## src/rtl/ab_stim_pkg.sv

```systemverilog
// Shared types and helpers for the a/b stimulus sequencer.
// Pattern lookup maps a sequence position to the {b,a} stimulus pair.
package ab_stim_pkg;

  typedef enum logic [1:0] {
    IDLE  = 2'd0,
    DRIVE = 2'd1,
    DONE  = 2'd2
  } state_e;

  localparam logic MODE_BIN  = 1'b0;
  localparam logic MODE_GRAY = 1'b1;

  // Gray order is the reflected code: 00, 01, 11, 10.
  function automatic logic [1:0] pattern(input logic [1:0] pos, input logic mode);
    if (mode == MODE_GRAY) begin
      return {pos[1], pos[1] ^ pos[0]};
    end
    return pos;
  endfunction

endpackage

```

## src/rtl/ab_stim_seq_hold_counter.sv

```systemverilog
// Up-counter with synchronous clear and enable; wraps to zero when enabled
// at its terminal count, which is flagged on tc_o.
module hold_counter #(
  parameter int CNT_W = 8,
  parameter int TERM  = 0
) (
  input  logic clk,
  input  logic rst,
  input  logic clr_i,
  input  logic en_i,
  output logic tc_o
);

  logic [CNT_W-1:0] cnt_q;
  logic [CNT_W-1:0] cnt_d;

  assign tc_o = (cnt_q == CNT_W'(TERM));

  // NOTE: every always_comb output gets a default first so no latch is inferred.
  always_comb begin
    cnt_d = cnt_q;
    if (clr_i) begin
      cnt_d = '0;
    end else if (en_i) begin
      cnt_d = tc_o ? '0 : cnt_q + 1'b1;
    end
  end

  // NOTE: state registers use non-blocking assignments only.
  always_ff @(posedge clk) begin
    if (rst) begin
      cnt_q <= '0;
    end else begin
      cnt_q <= cnt_d;
    end
  end

endmodule

```

## src/rtl/ab_stim_seq.sv

```systemverilog
// Stimulus sequencer: walks the {b,a} combinations in binary or Gray order,
// holding each for HOLD_CYCLES and repeating REPEAT passes per run.
module ab_stim_seq
  import ab_stim_pkg::*;
#(
  parameter int NUM_STEPS   = 4,
  parameter int HOLD_CYCLES = 1,
  parameter int REPEAT      = 1,
  parameter int CNT_W       = 8
) (
  input  logic       clk,
  input  logic       rst,
  input  logic       start,
  input  logic       mode,
  input  logic       pause,
  output logic       a,
  output logic       b,
  output logic [1:0] step_idx,
  output logic       busy,
  output logic       done,
  output logic       wrap
);

  state_e      state_q, state_d;
  logic [1:0]  step_q, step_d;
  logic [1:0]  ab_q, ab_d;
  logic        mode_q, mode_d;
  logic        wrap_q, wrap_d;

  logic        in_drive;
  logic        last_step;
  logic        hold_en;
  logic        hold_tc;
  logic        rep_tc;

  assign in_drive  = (state_q == DRIVE);
  assign last_step = (step_q == 2'(NUM_STEPS - 1));
  assign hold_en   = in_drive && !pause;

  hold_counter #(.CNT_W(CNT_W), .TERM(HOLD_CYCLES - 1)) u_hold (
    .clk   (clk),
    .rst   (rst),
    .clr_i (!in_drive),
    .en_i  (hold_en),
    .tc_o  (hold_tc)
  );

  // The repeat counter only moves when a full pass completes.
  hold_counter #(.CNT_W(CNT_W), .TERM(REPEAT - 1)) u_repeat (
    .clk   (clk),
    .rst   (rst),
    .clr_i (!in_drive),
    .en_i  (hold_en && hold_tc && last_step),
    .tc_o  (rep_tc)
  );

  always_comb begin
    state_d = state_q;
    step_d  = step_q;
    mode_d  = mode_q;
    wrap_d  = 1'b0;
    case (state_q)
      IDLE: begin
        if (start) begin
          state_d = DRIVE;
          mode_d  = mode;
          step_d  = 2'd0;
        end
      end
      DRIVE: begin
        if (hold_en && hold_tc) begin
          if (!last_step) begin
            step_d = step_q + 2'd1;
          end else if (rep_tc) begin
            state_d = DONE;
            step_d  = 2'd0;
          end else begin
            step_d = 2'd0;
            wrap_d = 1'b1;
          end
        end
      end
      DONE: begin
        state_d = IDLE;
        step_d  = 2'd0;
      end
      default: begin
        state_d = IDLE;
        step_d  = 2'd0;
      end
    endcase
    ab_d = (state_d == DRIVE) ? pattern(step_d, mode_d) : 2'b00;
  end

  always_ff @(posedge clk) begin
    if (rst) begin
      state_q <= IDLE;
      step_q  <= 2'd0;
      ab_q    <= 2'b00;
      mode_q  <= MODE_BIN;
      wrap_q  <= 1'b0;
    end else begin
      state_q <= state_d;
      step_q  <= step_d;
      ab_q    <= ab_d;
      mode_q  <= mode_d;
      wrap_q  <= wrap_d;
    end
  end

  assign a        = ab_q[0];
  assign b        = ab_q[1];
  assign step_idx = step_q;
  assign busy     = in_drive;
  assign done     = (state_q == DONE);
  assign wrap     = wrap_q;

endmodule

```

## config.mk

```make
export PLATFORM = sky130hd
export DESIGN_NAME = ab_stim_seq
export DESIGN_NICKNAME = d
export VERILOG_FILES = /design/src/rtl/ab_stim_pkg.sv /design/src/rtl/ab_stim_seq_hold_counter.sv /design/src/rtl/ab_stim_seq.sv
export SDC_FILE = /design/constraint.sdc
export NUM_CORES = 1
export LEC_CHECK = 0
export BUFFER_PORTS_ARGS = -buffer_cell sky130_fd_sc_hd__buf_2
export CORE_UTILIZATION = 59
export CTS_BUF_LIST = sky130_fd_sc_hd__clkbuf_4 sky130_fd_sc_hd__clkbuf_8
export CTS_CLUSTER_SIZE = 40
export DETAILED_ROUTE_END_ITERATION = 10
export GPL_TIMING_DRIVEN = 0
export PLACE_DENSITY = 0.8
export SYNTH_ARGS = -nofsm -noshare
export SYNTH_HDL_FRONTEND = slang
export SYNTH_SLANG_ARGS = --single-unit
```

## constraint.sdc

```tcl
create_clock -name clk -period 1.85 [get_ports clk]
set_clock_uncertainty 0.05 [all_clocks]
set_input_delay 0.37 -clock clk [delete_from_list [all_inputs] [get_ports clk]]
set_output_delay 0.37 -clock clk [all_outputs]
set_load 0.02 [all_outputs]
```

Yosys cells after proc, flatten, opt, wreduce, memory -nomap -nowiden
Index checks and enable logic that the tools add are counted.
- register bits after elaboration: 24
- input port bits: 5
- output and inout bits: 7
- word-level logic and storage cells: 46
- add/subtract/negate cells: 3
- equal/unequal tests: 4
- mux-type cells: 17
- bitwise operators: 5
- reduce and logical (&&, ||, !) cells: 10
- operators by type and width (operator ; count):
    $mux W2 ; 9
    $add A8 B1 Y8 const B ; 2
    $logic_not A8 Y1 ; 2
    $mux W8 ; 2
    $pmux W2 S2 ; 2
    $eq A2 B1 Y1 const B ; 2
    $eq A2 B2 Y1 const B ; 2
    $mux W1 ; 4
    $not A1 Y1 ; 4
    $reduce_or A2 Y1 ; 2
    $reduce_or A4 Y1 ; 1
    $logic_and A1 B1 Y1 ; 3
    $add A2 B1 Y2 const B ; 1
    $logic_not A2 Y1 ; 1
    $logic_not A1 Y1 ; 1
    $xor A1 B1 Y1 ; 1

Longest topological paths before layout
Gate-level depths: netlist of the first run.
- depth in word-level cells: 8
- mapped depth: 8
- depth with buffers taken out: 7

Modules after synthesis
A second synthesis of the first run with hierarchy kept.
- cell total of the unflattened synthesis: 129
- area total of the unflattened synthesis: 1203.7 µm²
- modules (own cells, without submodules) (module ; instances ; cells an instance ; area an instance (µm²) ; seq. area each (µm²)):
    hold_counter ; 2 ; 44 ; 402.9 ; 160.2
    ab_stim_seq ; 1 ; 41 ; 397.9 ; 160.2

Worst setup path after synthesis of the first run
No wires, ideal clock.
- path type: register -> register
- from: register u_hold.cnt_q[0]
- to: register u_repeat.cnt_q[0]
- library setup time: 0.117 ns
- data arrival time: 1.440 ns
- required time: 1.683 ns
- setup slack: 0.243 ns
- cell stages (with the launch flop): 9
- buffers on the path: 1
- period minus slack after synthesis: 1.607 ns
- path through: dfxtp_1 -> inv_1 -> ha_1 -> nor4b_2 -> and4_1 -> buf_4 -> nand2_1 -> nand2_2 -> nor2_1
- longest elaborated chain between the ends: 3
- RTL lines (item ; RTL line ; source):
    from (decl) ; ab_stim_seq_hold_counter.sv:14 ; logic [CNT_W-1:0] cnt_q;
    from (signal assigned) ; ab_stim_seq_hold_counter.sv:34 ; cnt_q <= cnt_d;
    $logic_not A8 Y1 ; ab_stim_seq_hold_counter.sv:17 ; assign tc_o = (cnt_q == CNT_W'(TERM));
    $logic_and A1 B1 Y1 (2 in series) ; ab_stim_seq.sv:53 ; .en_i (hold_en && hold_tc && last_step),
    to (signal assigned) ; ab_stim_seq_hold_counter.sv:34 ;
    to (decl) ; ab_stim_seq_hold_counter.sv:14 ;
Every way passes these cells.
A chain may end at the register's enable or synchronous reset.

Final worst setup path of the first run
- from: register u_repeat.cnt_q[0]
- to: register ab_q[0]
- longest elaborated chain between the ends: 8
- RTL lines (item ; RTL line ; source):
    $logic_not A8 Y1 ; ab_stim_seq_hold_counter.sv:17 ;
    $mux W2 ; ab_stim_seq.sv:74 ; end else if (rep_tc) begin
    $mux W2 ; ab_stim_seq.sv:72 ; if (!last_step) begin
    $mux W2 ; ab_stim_seq.sv:71 ; if (hold_en && hold_tc) begin
    $pmux W2 S2 ; ab_stim_seq.sv:62 ; case (state_q)
    $eq A2 B1 Y1 ; ab_stim_seq.sv:92 ; ab_d = (state_d == DRIVE) ? pattern(step_d, mode_d) : 2'b00;
    $not A1 Y1 (no line) ; n/a ;
    $reduce_or A2 Y1 (no line) ; n/a ;
    to (signal assigned) ; ab_stim_seq.sv:99 ; ab_q <= 2'b00;
    to (signal assigned) ; ab_stim_seq.sv:105 ; ab_q <= ab_d;
    to (decl) ; ab_stim_seq.sv:26 ; logic [1:0] ab_q, ab_d;
Every way passes these cells.

==> impl_results.md, run 1 <==
* Clock latency on the worst-skew pair at 0.30 ns
* Htree depth at 1
* Share of synthesized registers carrying an async set or reset at 0%
* Post-CTS setup buffer count at 0
* Leak pwr at 0.495 nW
* Commonest cells in the netlist: 24 x dfxtp_1, 23 x nor2_1, 9 x nand2_1, 8 x xnor2_1, 7 x nor3_1
* Seq pwr share at 65.2%
* Delay-heaviest family, CP: simple AND/OR/NAND/NOR gates
* Hold Buf Count CTS at 0
* Routed WL at 1840 µm
* Synth Warn # at 0
* DIE WIDTH at 45.7 µm
* Min-delay src: rst
* Fin crit period at 1.76 ns
* Die footprint at 2090 µm²
* Post-synth top area share at 42.7%
* Final WS setup at 0.0924 ns
* ANT cells at 0
* EDFF count, synth at 0
* CTS max path bufs at 2
* Grt ovf at 0
* Most frequent cell after synthesis: dfxtp_1
* Switching part of the total power at 23.0%
* Share of total power in combinational logic at 7.9%
* Hold endpoint: step_idx[1]
* WHS Path Cells at 2
* Total CTS buffers at 3
* Hold Crit Class: in -> reg
* Pre-CTS setup slack at 0.0384 ns
* Clock Pin Slew Worst Setup and Hold Paths at 0.12 ns
* Gpl congestion at 0.823
* Core area at 1760 µm²
* Crit-path cells: inv_1, ha_1, or4b_1, nor4_4, nand2_2, o211ai_2, nor3_1
* RSZ-0062 raised after global routing: false
* Pre-antenna DRT Iters at 4
* WL per Instance at 11.5 µm
* Psw at 0.187 mW
* WP buf/inv at 1
* Clock share of power at 26.9%
* R2R depth at 7
* CTS root buf: clkbuf_4
* RR Endpoint: ab_q[0]
* Power Dens Cells at 644 nW/µm²
* R2R Setup Slk at 0.09 ns
* First-pass GRT wire length at 3130 µm
* Fin nets at 147
* CTS sink cnt at 24
* # port buffers at 11
* Worst setup path class: reg -> reg
* Area leader, netlist: dfxtp_1
* Final Setup Violations at 0
* GRT Total Usage at 21.0%
* Critical Path RT at 2.00 ns
* CTS tree: built
* Reg area at 480 µm²
* WP data arrival at 1.91 ns
* Drt first-iter violations at 6
* Setup TNS at 0 ns
* Area growth, synth to finish at 11.9%
* Critical path's slowest cell: or4b_1
* DRC at 0
* Post-Synthesis Cells at 121
* Layout cells sized above 1 at 18.5%
* Fmax at 569 MHz
* Type of origin of the critical path: flop
* Vias in the first global route at 771
* Vias per Instance at 5.29
* # IOs at 12
* Reg-to-reg startpoint: u_repeat.cnt_q[0]
* Hpwl dp at 1430 µm
* Vert. Die Dim at 45.7 µm
* Maximum vdd drop at 0.000621 V
* Syn_area_per_cell at 9.30 µm²
* Status: finished clean
* Synthesized flop and latch total at 24
* Crit-path max cell delay at 0.49 ns
* Number of hold violations in the final report at 0
* Final Cycle Share at 95.0%
* Slew @ Worst Pin at 0.448 ns
* Pint at 0.625 mW
* Slew headroom at 69.9%
* Critical path capture point type: flop
* Area of the multi-input gates at 639 µm²
* Vias at 846
* Row count at 15
* Register area share after synthesis at 42.7%
* CP Max Fanout at 4
* Synth cell types at 30
* Filler cells at 152
* Most used DFF post-synth: dfxtp_1
* Max cap viols at 0
* Final ANT Viol Nets at 0
* Ranking of synthesized cells by area: dfxtp_1 43%, nor2_1 7.7%, xnor2_1 6.2%, ha_1 5.6%, xor2_1 4.7%
* Largest net degree at the start of global routing at 13
* Final slew viol count at 0
* Initial antenna violation count at 0
* Post-CTS Resized at 0
* Total nets after synthesis at 131
* Synthesized area at 1120 µm²
* Starting Density at 63.8%
==> worst max path at each step <==
stage,start,slack [ns],to,cells after the start
after floorplan,u_hold.cnt_q[0],0.24,u_repeat.cnt_q[0],8
after global placement,u_repeat.cnt_q[0],0.09,u_repeat.cnt_q[3],7
after detailed placement,u_repeat.cnt_q[0],0.04,u_repeat.cnt_q[3],7
after CTS,u_repeat.cnt_q[0],0.02,u_repeat.cnt_q[3],7
after global routing,u_hold.cnt_q[0],0.002,ab_q[0],7
final,u_repeat.cnt_q[0],0.09,ab_q[0],7
==> power groups by stage <==
stage | Sequential (mW) | Clock [mW] | Combinational [mW]
2_1_floorplan | 0.543 | 0 | 0.0398
3_3_place_gp | 0.540 | 0 | 0.0609
3_5_place_dp | 0.541 | 0 | 0.0626
4_1_cts | 0.529 | 0.221 | 0.0628
5_1_grt | 0.530 | 0.234 | 0.0710
6_report | 0.529 | 0.218 | 0.0642
==> cells by family (layout without fill, tap and decap cells) <==
group	Yosys count	after routing	share of synthesized area (%)
xor+xnor	14	14	10.9
mux	3	3	3.00
buf+inv	7	21	2.67
flops	24	24	42.7
fa+ha+maj	5	5	5.56
simple gates	64	64	32.3
compound gates	4	4	2.89
==> state kept, by name (all words and copies together) (netlist names) <==
signal and cells:
ab_q 2, step_idx 2, mode_q 1, u_hold.cnt_q 8, state_q 2, wrap 1
u_repeat.cnt_q 8
==> metrics by stage <==
stage	total power, mW	std cells	utilization, %	instance area [µm²]	hold slack [ns]
floorplan	0.583	121	-	1120	0.392
global placement	0.601	157	68.7	1210	0.426
detailed placement	0.603	157	68.7	1210	0.445
CTS	0.813	160	69.9	1230	0.234
global route	0.835	160	71.3	1260	0.235
finish	0.811	160	71.3	1260	0.232
==> worst register-to-register path: cells and delay by family, from the launching register on <==
| kind | cells | cell delay, ns |
|---|---|---|
| DFF | 1 | 0.37 |
| and+or+nand+nor | 4 | 0.90 |
| adders and majority gates | 1 | 0.14 |
| buffers and inverters | 1 | 0.07 |
| AOI/OAI and AO/OA | 1 | 0.12 |
==> area by class of cell <==
cell class,instances,area share (%)
Multi-Input combinational cell,90,50.8
Sequential cell,24,38.2
Timing Repair Buffer,11,4.37
Tap cell,25,2.49
Clock buffer,3,1.79
Inverter,6,1.79
Buffer,1,0.596
==> cell usage in the layout, fill, tap and decap left out <==
cell type	count
a211oi_1	1
a21oi_1	1
and3_1	2
and4_1	2
buf_2	11
buf_4	1
clkbuf_4	3
dfxtp_1	24
ha_1	5
inv_1	6
mux2i_1	2
mux2i_2	1
nand2_1	8
nand2_2	1
nand2_4	1
nand2b_1	3
nand3_1	3
nand3_2	1
nand4_1	2
nand4_2	1
nor2_1	23
nor2b_1	2
nor3_1	7
nor3b_1	2
nor3b_4	1
nor4_2	1
nor4_4	1
nor4b_4	1
o211ai_2	1
o21a_1	1
or3_1	1
or4b_1	1
xnor2_1	8
xor2_1	6
==> metal layers <==
metal / vias to the layer above / global-route usage [%] / wire length [µm]
li1: 439 / - / -
met1: 394 / 26.6 / 859
met2: 11 / 33.7 / 904
met3: 2 / 4.37 / 57
met4: 0 / 10.3 / 14
met5: - / 0 / 0
Power figures use the tool's default switching activity.
==> inputs of run 2 (changes only) <==
- CORE_UTILIZATION: 59 -> 45
- PLACE_DENSITY: 0.8 -> not set
==> run 2 against run 1 <==
Global-route usage decreased by 3.9 points; fmax grew 0.24%; routed wire length rose by 8.7%; via count shrank 2.4%; sequential power about the same; design area rose by 4.6%; first-iteration DRC count rose to 2.8 times the previous value; largest cell class unchanged; largest power group unchanged.
==> impl_results.md, run 2 (synthesized netlist as in run 1, its figures left out) <==
* Die footprint at 2700 µm² (+30%)
* Crit-path cells: nand2b_1, inv_1, buf_2
* Initial antenna violation count at 0 (unchanged)
* Total Power at 0.976 mW (+20%)
* Pint at 0.770 mW (+23%)
* Pre-antenna DRT Iters at 4 (unchanged)
* Vias at 826 (-2.4%)
* Hold Buf Count CTS at 0 (unchanged)
* Htree depth at 1 (unchanged)
* # IOs at 12 (unchanged)
* Fmax at 570 MHz (+0.24%)
* WL per Instance at 12.1 µm (+5.4%)
* Crit-path max cell delay at 0.50 ns (about the same)
* Hold Crit Class: in -> reg
* Final Setup Violations at 0 (unchanged)
* GRT Total Usage at 17.2% (-3.9 points)
* Share of total power in combinational logic at 7.1% (-0.8 points)
* Largest net degree at the start of global routing at 15 (+2)
* First-pass GRT wire length at 3420 µm (+9.0%)
* Switching part of the total power at 21.1% (-1.9 points)
* Maximum vdd drop at 0.000376 V (-40%)
* Fin nets at 148 (+0.68%)
* ANT cells at 0 (unchanged)
* Most common cell after layout, fill and taps aside: nor2_1
* Cells after DPL at 160 (+1.9%)
* Top Registers: u_hold.cnt_q: 8 flops, u_repeat.cnt_q: 8 flops
* Total CTS buffers at 3 (unchanged)
* Crit path capture: busy
* Number of hold violations in the final report at 0 (unchanged)
* Leak pwr at 0.516 nW (+4.3%)
* Vias per Instance at 5.01 (-5.3%)
* Psw at 0.206 mW (+10%)
* Slew headroom at 69.8% (-0.12 points)
* CTS sink cnt at 24 (unchanged)
* Row count at 17 (+2)
* Critical path capture point type: output pin
* Setup TNS at 0 ns (unchanged)
* Power Dens Cells at 742 nW/µm² (+15%)
* R2R depth at 7 (unchanged)
* Status: finished clean
* Reg-to-reg startpoint: u_hold.cnt_q[0]
* Starting Density at 49.4% (-14 points)
* CTS max path bufs at 2 (unchanged)
* Critical Path RT at 1.43 ns (-0.57 ns)
* Slew @ Worst Pin at 0.449 ns (+0.00172 ns)
* DIE WIDTH at 52.0 µm (+14%)
* Commonest cells after routing, fill and taps aside: 23 x nor2_1, 22 x dfxtp_1, 11 x buf_2
* WP buf/inv at 2 (+1)
* RR Endpoint: u_repeat.cnt_q[7]
* Max cap viols at 0 (unchanged)
* Fin cells at 165 (+3.1%)
* Vias in the first global route at 813 (+5.4%)
* CP Depth at 3 (-4)
* Core area at 2280 µm² (+29%)
* CP Max Fanout at 7 (+3)
* CTS root buf: clkbuf_4
* Final WS setup at 0.0966 ns (+0.00422 ns)
* Drt first-iter violations at 17 (+11)
* Critical path's slowest cell: dfxtp_1
* Fin crit period at 1.75 ns (-0.00422 ns)
* Clock share of power at 38.8% (+12 points)
* Seq pwr share at 54.2% (-11 points)
* Routed WL at 2000 µm (+8.7%)
* Clock latency on the worst-skew pair at 0.31 ns (about the same)
* Pre-CTS setup slack at 0.0000363 ns (-0.0384 ns)
* Type of origin of the critical path: flop
* Worst setup path class: reg -> out
* Post-layout util at 57.8% (-14 points)
* Layout cells sized above 1 at 21.9% (+3.4 points)
* Hpwl dp at 1460 µm (+1.9%)
* Final slew viol count at 0 (unchanged)
* Final ANT Viol Nets at 0 (unchanged)
* # port buffers at 11 (unchanged)
* DRC at 0 (unchanged)
* Final Cycle Share at 94.8% (-0.23 points)
* Gpl congestion at 0.772 (-6.2%)
* Delay-heaviest family, CP: flip-flops
* CTS tree: built
* Vert. Die Dim at 52.0 µm (+14%)
* Area growth, synth to finish at 17.0%
* WP data arrival at 1.33 ns (-0.58 ns)
* R2R Setup Slk at 0.12 ns (+0.03 ns)
* Worst setup path start: state_q[1]
* Clock Pin Slew Worst Setup and Hold Paths at 0.14 ns (+0.02 ns)
* Filler cells at 212 (+39%)
* Grt ovf at 0 (unchanged)
run 2: final cells by class:
type / instances / area (µm²) / share of cell area, %
inverters: 6 / 22.5 / 1.71
flip-flops and latches: 24 / 483 / 36.7
clock buffers: 3 / 22.5 / 1.71
repair buffers: 12 / 62.6 / 4.75
clock inverters: 1 / 30.0 / 2.28
plain buffers: 1 / 7.51 / 0.570
well taps: 28 / 35.0 / 2.66
multi-input cells: 90 / 653 / 49.6
run 2: layer usage:
| layer | routed length (µm) | up-vias | track usage [%] |
|---|---|---|---|
| li1 | - | 440 | - |
| met1 | 1040 | 378 | 22.8 |
| met2 | 903 | 6 | 27.6 |
| met3 | 39 | 2 | 2.63 |
| met4 | 9 | 0 | 6.76 |
| met5 | 0 | - | 0 |
run 2: worst register-to-register path, stage by stage (launching register included):
cell and delay [ns]:
dfxtp_2 0.37, inv_1 0.06, ha_1 0.14, nor4b_4 0.29, nand4_2 0.24, nor3_1 0.29
xnor2_1 0.15, nor2_1 0.05
run 2: worst min path at each step:
stage	start	endpoint	slack, ns	depth (start not counted)
floorplan	rst	mode_q	0.39	1
CTS	rst	step_idx[0]	0.22	2
global route	rst	step_idx[0]	0.22	2
global placement	u_repeat.cnt_q[1]	u_repeat.cnt_q[1]	0.43	2
detailed placement	u_hold.cnt_q[1]	u_hold.cnt_q[1]	0.46	2
finish	rst	step_idx[0]	0.22	2
run 2: power by group through the flow:
stage	Sequential (mW)	Clock, mW	Combinational (mW)
CTS	0.529	0.389	0.0654
global placement	0.540	0	0.0624
global route	0.530	0.412	0.0754
detailed placement	0.540	0	0.0631
finish	0.529	0.378	0.0688
floorplan	0.543	0	0.0398
run 2: timing repair:
action                     CTS  global route
hold endpoints to repair     0             0
setup endpoints to repair    9            10
pin swaps                    0             1
gates resized for setup      1             7
setup buffers                0             1
run 2: per-stage QoR:
step | hold WS (ns) | cell area [µm²]
floorplan | 0.392 | 1120
global placement | 0.431 | 1210
detailed placement | 0.458 | 1210
CTS | 0.220 | 1280
global route | 0.220 | 1320
finish | 0.223 | 1320
==> inputs of run 3 (changes only) <==
==> constraint.sdc (replaced) <==
create_clock -name clk -period 1.85 [get_ports clk]
set_clock_uncertainty 0.05 [all_clocks]
set_input_delay 0.0925 -clock clk [delete_from_list [all_inputs] [get_ports clk]]
set_output_delay 0.0925 -clock clk [all_outputs]
set_load 0.02 [all_outputs]
==> run 3 against run 2 <==
Worst hold slack gained 0.23 ns; count of clock-buffer cells in the layout is the same; worst setup slack gained 0.020 ns; via count grew 2.5%; first-iteration DRC count is the same; die area is the same; routed wire length grew 1.7%; core utilization grew 1.8 points; non-clock buffer count grew 4; combinational power grew 9.6%; final cell count grew 2.4%; sequential cell count is the same; largest cell class unchanged; largest power group unchanged.
==> impl_results.md, run 3 (synthesized netlist as in run 1, its figures left out) <==
* Hold Worst Slack at 0.449 ns (+0.226 ns)
* Starting Density at 49.4% (unchanged)
* Post-layout util at 59.6% (+1.8 points)
* Slew headroom at 69.8% (about the same)
* CTS sink cnt at 24 (unchanged)
* Number of hold violations in the final report at 0 (unchanged)
* Hold Crit Class: reg -> reg
* Dpl cell area at 1210 µm² (unchanged)
* First-pass GRT wire length at 3470 µm (+1.6%)
* R2R Setup Slk at 0.12 ns (about the same)
* Reg-to-reg startpoint: u_hold.cnt_q[0]
* Slew @ Worst Pin at 0.450 ns (+0.000430 ns)
* Final ANT Viol Nets at 0 (unchanged)
* DIE WIDTH at 52.0 µm (unchanged)
* Maximum vdd drop at 0.000376 V (about the same)
* Initial antenna violation count at 0 (unchanged)
* R2R depth at 7 (unchanged)
* Cells after DPL at 160 (unchanged)
* Critical path capture point type: flop
* Vias per Instance at 5.01 (+0.12%)
* Fin nets at 152 (+2.7%)
* # port buffers at 11 (unchanged)
* Gpl congestion at 0.772 (unchanged)
* Area growth, synth to finish at 20.6%
* Row count at 17 (unchanged)
* Pre-CTS setup slack at 0.0000363 ns (unchanged)
* Die footprint at 2700 µm² (unchanged)
* Htree depth at 1 (unchanged)
* RR Endpoint: u_repeat.cnt_q[7]
* Vias at 847 (+2.5%)
* CTS root buf: clkbuf_4
* # IOs at 12 (unchanged)
* Most common cell after layout, fill and taps aside: nor2_1
* Fin cells at 169 (+2.4%)
* Total CTS buffers at 3 (unchanged)
* Max cap viols at 0 (unchanged)
* CTS max path bufs at 2 (unchanged)
* Final slew viol count at 0 (unchanged)
* ANT cells at 0 (unchanged)
* CP Max Fanout at 5 (-2)
* Leak pwr at 0.533 nW (+3.2%)
* Status: finished clean
* DRC at 0 (unchanged)
* Clock Pin Slew Worst Setup and Hold Paths at 0.14 ns (about the same)
* Vias in the first global route at 818 (+0.62%)
* Grt ovf at 0 (unchanged)
* CTS tree: built
* Type of origin of the critical path: flop
* Filler cells at 211 (-0.47%)
* Fmax at 577 MHz (+1.2%)
* Pre-antenna DRT Iters at 4 (unchanged)
* Hold endpoint: u_hold.cnt_q[1]
* Hpwl dp at 1460 µm (unchanged)
* Power Dens Cells at 724 nW/µm² (-2.3%)
* Vert. Die Dim at 52.0 µm (unchanged)
* Worst setup path class: reg -> reg
* Final WS setup at 0.117 ns (+0.0200 ns)
* Top Registers: u_hold.cnt_q: 8 flops, u_repeat.cnt_q: 8 flops
* WHS Path Cells at 2 (unchanged)
* Layout cells sized above 1 at 21.3% (-0.62 points)
* Largest net degree at the start of global routing at 15 (unchanged)
* Final Cycle Share at 93.7% (-1.1 points)
* Commonest cells after routing, fill and taps aside: 23 x nor2_1, 22 x dfxtp_1, 11 x buf_2
* GRT Total Usage at 17.4% (+0.25 points)
* WL per Instance at 12.0 µm (-0.70%)
* Drt first-iter violations at 17 (unchanged)
* Final Setup Violations at 0 (unchanged)
* Fin crit period at 1.73 ns (-0.0200 ns)
* WP data arrival at 1.91 ns (+0.58 ns)
* Final instance area at 1360 µm² (+3.0%)
* Core area at 2280 µm² (unchanged)
* Routed WL at 2030 µm (+1.7%)
* Critical Path RT at 2.02 ns (+0.59 ns)
* Clock latency on the worst-skew pair at 0.31 ns (about the same)
* Setup TNS at 0 ns (unchanged)
* Min-delay src: u_hold.cnt_q[1]
* Total Power at 0.982 mW (+0.64%)
## run 3: changes by cell type in the layout (fill, tap and decap cells not counted)
cell	change
dlygate4sd3_1	+4
## run 3: layout make-up
type / count / area (µm²) / area share (%)
plain buffers: 1 / 7.51 / 0.554
multi-input cells: 90 / 653 / 48.2
inverters: 6 / 22.5 / 1.66
flip-flops and latches: 24 / 483 / 35.6
well taps: 28 / 35.0 / 2.58
clock inverters: 1 / 30.0 / 2.21
clock buffers: 3 / 22.5 / 1.66
repair buffers: 16 / 103 / 7.56
## run 3: what timing repair did
action,in CTS,in global routing
hold buffers,4,0
gates resized for setup,1,7
setup buffers,0,1
endpoints found under the setup margin,9,10
hold endpoints to repair,5,0
pin swaps,0,1
## run 3: how the worst max path moves through the flow
stage                          from                end  slack, ns  cells past startpoint
floorplan           u_hold.cnt_q[0]  u_repeat.cnt_q[0]       0.24                      8
global placement    u_hold.cnt_q[0]  u_repeat.cnt_q[6]       0.03                      8
detailed placement  u_hold.cnt_q[0]  u_repeat.cnt_q[3]    0.00004                      8
CTS                 u_hold.cnt_q[0]  u_repeat.cnt_q[2]       0.05                      8
global route        u_hold.cnt_q[0]            ab_q[0]     -0.004                      7
finish              u_hold.cnt_q[0]  u_repeat.cnt_q[7]       0.12                      7
## run 3: metal layers
layer	GRT usage (%)	up-vias	wire, µm
li1	-	448	-
met1	23.2	391	1050
met2	28.0	6	930
met3	2.63	2	39
met4	6.76	0	9
met5	0	-	0
## run 3: critical path: stages, from the launching register on
cell     delay [ns]
dfxtp_2        0.37
inv_1          0.06
ha_1           0.14
nor4b_4        0.29
nand4_2        0.24
nor3_1         0.29
xnor2_1        0.15
nor2_1         0.05
## run 3: where the power goes
part,switching [mW],internal [mW]
clock,0.159,0.219
sequential,0.00489,0.524
combinational,0.0425,0.0328
total,0.207,0.776
